$ cat src/rtl/serial_frame_pkg.sv
// Shared state encoding and line levels for the serial frame transmitter.
// Pure declarations: no latency, no flow control.
package serial_frame_pkg;

  typedef enum logic [2:0] {
    IDLE   = 3'd0,
    START  = 3'd1,
    DATA   = 3'd2,
    PARITY = 3'd3,
    STOP   = 3'd4
  } state_t;

  localparam logic LINE_IDLE = 1'b1;
  localparam logic START_BIT = 1'b0;
  localparam logic STOP_BIT  = 1'b1;

  function automatic logic state_ready(input state_t s);
    return (s == IDLE) || (s == STOP);
  endfunction

endpackage

$ cat src/rtl/serial_tx_shifter.sv
// WIDTH-bit load/shift-right register with bit counter; o_last marks the final data bit.
// Load wins over shift/increment in the same cycle; no backpressure of its own.
module serial_tx_shifter #(
  parameter int WIDTH = 8
) (
  input  logic             clock,
  input  logic             reset,
  input  logic             i_load,
  input  logic [WIDTH-1:0] i_data,
  input  logic             i_shift,
  input  logic             i_inc,
  output logic             o_lsb,
  output logic             o_last
);

  localparam int CW = $clog2(WIDTH);

  logic [WIDTH-1:0] r_shift;
  logic [CW-1:0]    r_cnt;

  always_ff @(posedge clock or posedge reset) begin
    if (reset) begin
      r_shift <= '0;
      r_cnt   <= '0;
    end else if (i_load) begin
      r_shift <= i_data;
      r_cnt   <= '0;
    end else begin
      if (i_shift) r_shift <= {1'b0, r_shift[WIDTH-1:1]};
      if (i_inc)   r_cnt   <= r_cnt + 1'b1;
    end
  end

  assign o_lsb  = r_shift[0];
  assign o_last = (r_cnt == CW'(WIDTH - 1));

endmodule

$ cat src/rtl/serial_frame_tx.sv
// Serial frame transmitter: start, WIDTH data bits LSB first, optional even parity (SERIAL_TX_PARITY_EN), stop.
// Outputs registered and aligned with state; load accepted only in IDLE/STOP, otherwise dropped.
module serial_frame_tx
  import serial_frame_pkg::*;
#(
  parameter int WIDTH = 8
) (
  input  logic             clock,
  input  logic             reset,
  input  logic [WIDTH-1:0] data_in,
  input  logic             load,
  output logic             ready,
  output logic             outp,
  output logic             busy,
  output logic             done
);

  state_t r_state;
  state_t w_state_nxt;
  logic   r_outp, r_ready, r_busy, r_done;
  logic   w_outp_nxt, w_accept, w_shift, w_inc, w_lsb, w_last;

  assign w_accept = load && r_ready;

`ifdef SERIAL_TX_PARITY_EN
  logic r_par;

  always_ff @(posedge clock or posedge reset) begin
    if (reset)         r_par <= 1'b0;
    else if (w_accept) r_par <= ^data_in;
  end
`endif

  serial_tx_shifter #(.WIDTH(WIDTH)) u_shifter (
    .clock  (clock),
    .reset  (reset),
    .i_load (w_accept),
    .i_data (data_in),
    .i_shift(w_shift),
    .i_inc  (w_inc),
    .o_lsb  (w_lsb),
    .o_last (w_last)
  );

  // outputs are computed from the next state so the line changes together with the state register
  always_comb begin
    w_state_nxt = IDLE;
    w_shift     = 1'b0;
    w_inc       = 1'b0;
    w_outp_nxt  = LINE_IDLE;
    case (r_state)
      IDLE:  w_state_nxt = w_accept ? START : IDLE;
      START: begin
        w_state_nxt = DATA;
        w_shift     = 1'b1;
      end
      DATA: begin
        if (w_last) begin
`ifdef SERIAL_TX_PARITY_EN
          w_state_nxt = PARITY;
`else
          w_state_nxt = STOP;
`endif
        end else begin
          w_state_nxt = DATA;
          w_shift     = 1'b1;
          w_inc       = 1'b1;
        end
      end
`ifdef SERIAL_TX_PARITY_EN
      PARITY: w_state_nxt = STOP;
`endif
      STOP:    w_state_nxt = w_accept ? START : IDLE;
      default: w_state_nxt = IDLE;
    endcase

    case (w_state_nxt)
      START: w_outp_nxt = START_BIT;
      DATA:  w_outp_nxt = w_lsb;
`ifdef SERIAL_TX_PARITY_EN
      PARITY: w_outp_nxt = r_par;
`endif
      STOP:    w_outp_nxt = STOP_BIT;
      default: w_outp_nxt = LINE_IDLE;
    endcase
  end

  always_ff @(posedge clock or posedge reset) begin
    if (reset) begin
      r_state <= IDLE;
      r_outp  <= LINE_IDLE;
      r_ready <= 1'b1;
      r_busy  <= 1'b0;
      r_done  <= 1'b0;
    end else begin
      r_state <= w_state_nxt;
      r_outp  <= w_outp_nxt;
      r_ready <= state_ready(w_state_nxt);
      r_busy  <= (w_state_nxt != IDLE);
      r_done  <= (w_state_nxt == STOP);
    end
  end

  assign ready = r_ready;
  assign outp  = r_outp;
  assign busy  = r_busy;
  assign done  = r_done;

endmodule
$ cat config.mk
export PLATFORM = sky130hd
export DESIGN_NAME = serial_frame_tx
export DESIGN_NICKNAME = d
export VERILOG_FILES = /design/src/rtl/serial_frame_pkg.sv /design/src/rtl/serial_tx_shifter.sv /design/src/rtl/serial_frame_tx.sv
export SDC_FILE = /design/constraint.sdc
export NUM_CORES = 1
export LEC_CHECK = 0
export ABC_AREA = 1
export CORE_MARGIN = 1.5
export CORE_UTILIZATION = 50
export DETAILED_ROUTE_END_ITERATION = 16
export PLACE_DENSITY = 0.76
export REMOVE_ABC_BUFFERS = 1
export SLEW_MARGIN = 5
export SYNTH_ARGS = -nofsm -noshare
export SYNTH_HDL_FRONTEND = slang
export SYNTH_SLANG_ARGS = --single-unit
$ cat constraint.sdc
create_clock -name clock -period 1.9 [get_ports clock]
set_clock_uncertainty 0.05 [all_clocks]
set_input_delay 0.38 -clock clock [delete_from_list [all_inputs] [get_ports clock]]
set_output_delay 0.38 -clock clock [all_outputs]
set_load 0.01 [all_outputs]
# Word-level counts from Yosys, hierarchy flattened
# Cells that the tools add are included.
word_totals:
  ff_bits: 18
classes:
  n_addsub: 1
  n_eq_ne: 7
  muxes: 11
  reduce_logical: 8
ops:
  columns: ["cell", "count"]
  rows:
  - ["8-bit two-way mux", 2]
  - ["3-bit == test (second input constant)", 3]
  - ["3-bit two-way mux", 3]
  - ["3-bit case mux with 3 select lines", 1]
  - ["3-bit by 1-bit == test with 1-bit output (second input constant)", 2]
  - ["3-bit by 2-bit == test with 1-bit output (second input constant)", 2]
  - ["3-bit logical NOT", 2]
  - ["1-bit case mux with 2 select lines", 2]
  - ["2-bit nonzero test", 2]
  - ["3-bit by 1-bit adder with 3-bit output (second input constant)", 1]
  - ["1-bit two-way mux", 3]
  - ["3-bit nonzero test", 1]
  - ["2-bit OR reduction", 1]
  - ["1-bit logical AND", 1]
  - ["1-bit logical OR", 1]

# Logic depth before layout (Yosys ltp)
logic_depth:
  word_depth: 5
  ltp_mapped: 7
  ltp_nobuf: 7

# Hierarchy
# Synthesis repeated with hierarchy kept, for this count alone.
unflattened:
  cells_unflattened: 92
  hier_area_um2: 895.9
by_module_without_submodules:
  columns: ["module", "n_inst", "cells_per_inst", "area_per_inst_um2", "seq_area_each_um2"]
  rows:
  - ["serial_tx_shifter", 1, 61, 589.3, 275.3]
  - ["serial_frame_tx", 1, 31, 306.5, 177.7]

# Worst setup path after synthesis
# Ideal clock, no wire load.
synth_path:
  path_type: "register to register"
  from: "register u_shifter.r_cnt[0]"
  to: "register u_shifter.r_shift[1]"
  arrival_time_ns: 1.197
  required_ns: 1.726
  setup_slack_ns: 0.529
  stages_incl_launch_ff: 8
  cell_sequence: "dfrtp_1 ha_1 ha_1 inv_1 nand3_4 buf_6 nand3_2 nand3_1"
synth_via:
  elab_chain_len: 4
synth_rtl:
  columns: ["item", "line_no", "text"]
  rows:
  - ["start: declaration", "serial_tx_shifter.sv:19", "logic [CW-1:0] r_cnt;"]
  - ["start signal: assignment", "serial_tx_shifter.sv:30", "if (i_inc) r_cnt <= r_cnt + 1'b1;"]
  - ["3-bit == test", "serial_tx_shifter.sv:35", "assign o_last = (r_cnt == CW'(WIDTH - 1));"]
  - ["1-bit two-way mux", "serial_frame_tx.sv:58", "if (w_last) begin"]
  - ["1-bit case mux with 2 select lines", "serial_frame_tx.sv:51", "case (r_state)"]
  - ["2-bit nonzero test (no line)", null, null]
  - ["end signal: assignment", "serial_tx_shifter.sv:26", "r_shift <= i_data;"]
  - ["end signal: assignment", "serial_tx_shifter.sv:29", "if (i_shift) r_shift <= {1'b0, r_shift[WIDTH-1:1]};"]
  - ["end: declaration", "serial_tx_shifter.sv:18", "logic [WIDTH-1:0] r_shift;"]
# Every way passes these cells.
# A chain may end at the register's enable or synchronous reset.

# Worst setup path after layout
layout_path:
  from: "register r_ready, in the netlist ready"
  to: "output ready"
layout_rtl:
  columns: ["item", "line_no", "text"]
  rows:
  - ["start: declaration", "serial_frame_tx.sv:20", "logic r_outp, r_ready, r_busy, r_done;"]
  - ["start signal: assignment", "serial_frame_tx.sv:98", "r_ready <= state_ready(w_state_nxt);"]
  - ["end: declaration", "serial_frame_tx.sv:12", "output logic ready,"]
# No word-level cell between the ends.

==> results.toml <==
[clocking]
cts_inserted_buffers = 3
cts_root_buf = "clkbuf_4"
cts_resized = 0
clock_path_buffers = 2
hold_buffers = 0
cts.clk_slew.worst_paths_ns = 0.10
insertion_delay_ns = 0.28
cts_tree = "yes"
clock_sinks = 18
cts_setup_buffers = 0
htreeDepth = 1

[route]
wirelength_um = 1540
wl_per_cell_um = 10.9
drcViolationCount = 0
antenna_left = 0
drt_pass1_iterations = 4
viasPerCell = 4.81
drtIter0Drc = 12
num_vias = 683

[setup_path]
critPathMaxStageDelay_ns = 0.54
path_cells = "clkdlybuf4s50_1"
cp-start-kind = "flop"
crit_type = "flop to output pin"
reg2reg_from = "u_shifter.r_cnt[0]"
critical_path.max_fanout = 2
cp.required_ns = 1.47
r2r-end = "outp"
crit_buf_inv = 1
cp-end-kind = "output pin"
r2r_cells = 7
critPathTopFamily = "flip-flops"
cp.arrival_ns = 1.35
crit_slowest_cell = "dfstp_2"
regToRegSetupSlack_ns = 0.36

[placed_design]
io_buffers = 14
dp_hpwl_um = 1110
dp_slack_ns = 0.326
place.gp.congestion = 0.727

[synth]
ys_ff_latch = 18
syn_area_per_cell_um2 = 8.96
synthAdderAreaFrac = 0.0279
muxShareOfSynthArea = 0
synthCells = 100
synth_cell_types = 19
yosys.area_share.simple = 0.363
synth_top_family_by_area = "simple AND/OR/NAND/NOR gates"
synth_compound_area_frac = 0.0168
syn-cell-area_um2 = 896
ys_seq_area_frac = 0.506
synth_xor_area_frac = 0
yosysWarningCount = 0

[die]
rows = 15
initial_core_util = 0.525
die_w_um = 45.3
die-area_um2 = 2050
die_h_um = 45.3
ios = 15
design.core.area_um2 = 1710

[grt]
grt_use_total = 0.180
grt-ovfl-total = 0
grt_pass1_vias = 655
grt_start_max_net_pins = 19
grt_pass1_wl_um = 2640
antenna_found_initial = 0

[finish]
final_common_cell = "nand2_1"
drive_gt1_frac = 0.188
antenna_cells = 0
utilization = 0.642
syn2layout_area_growth_pct = 22.5
layout_common_cells = "25 x nand2_1, 16 x dfrtp_1, 15 x nand3_1, 14 x clkdlybuf4s50_1, 12 x inv_1"
fin_nets = 131

[pwr]
leakagePower_nw = 0.550
power_mw = 1.56
power_density_nw_per_um2 = 1420
ir_drop_mv = 0.789

[timing]
rsz0062_at_grt = "no"
drv_slew = 0
fin_crit_sh = 0.935
finalHoldViolations = 0
finalWorstSetupSlack_ns = 0.123
fin_setup_tns_ns = 0
finalCriticalPeriod_ns = 1.78
slew_headroom = 0.848
fmax_ghz = 0.563
worst-slew-pin-transition_ns = 0.227
setup_violations = 0

[status]
outcome = "completed"

[worst_hold_path]
hold_class = "primary input to asynchronous set/reset pin"

[flow_run]
cap_violations = 0
==> flip-flops by register name, summed over array words and instances (netlist names) <==
signal and count:
u_shifter.r_shift 8, r_state 3, u_shifter.r_cnt 3, busy 1, done 1, outp 1, ready 1
==> synth_stat cells (all sizes together) <==
library cell,n,area [µm²]
inv,15,56.3
ha,2,25.0
dfstp,2,52.6
nor3,1,10.0
nand2,26,105
nand4,1,6.26
nor2,9,43.8
o21ai,3,15.0
nand3,22,160
dfrtp,16,400
buf,3,21.3
==> area by class of cell <==
class	count	area [µm²]
tap	25	31.3
sequential	18	453
inverter	15	56.3
fill	147	611
timing repair buffer	16	155
multi-input combinational	64	365
clock buffer	4	36.3
==> worst max path at each step <==
stage / from / end / slack (ns) / depth (start not counted)
2_1_floorplan: u_shifter.r_cnt[0] / outp / 0.52 / 7
3_3_place_gp: load / busy / 0.38 / 6
3_5_place_dp: load / busy / 0.33 / 6
4_1_cts: ready / ready / 0.11 / 1
5_1_grt: outp / outp / 0.08 / 1
6_report: ready / ready / 0.12 / 1
==> where the power goes <==
part / internal [mW] / switching, mW
registers: 0.550 / 0.0675
clock network: 0.117 / 0.115
logic: 0.280 / 0.429
==> metal layers <==
layer,global-route usage,part of all wire,up-vias
met4,0.0824,0.0091,0
met5,0,0,-
met3,0.0360,0.039,2
met2,0.300,0.49,17
li1,-,-,347
met1,0.221,0.46,317
==> worst register-to-register path, delay by kind of cell (launching register included) <==
kind,cells,cell delay (ns)
AOI/OAI and AO/OA,1,0.07
buffers and inverters,1,0.10
DFF,1,0.41
adders and majority gates,2,0.42
and+or+nand+nor,3,0.42
==> logic make-up (layout without fill, tap and decap cells) <==
logic type	Yosys count	in the layout
adders and majority gates	2	2
and+or+nand+nor	59	59
DFF	18	18
AOI/OAI and AO/OA	3	3
buffers and inverters	18	35
==> metrics by stage <==
step,hold WS (ns),std cells,cell area [µm²]
2_1_floorplan,0.267,97,875
3_3_place_gp,0.425,138,1060
3_5_place_dp,0.436,138,1060
4_1_cts,0.354,142,1100
5_1_grt,0.374,142,1100
6_report,0.354,142,1100
No activity file was read; power rests on OpenSTA's default activity.
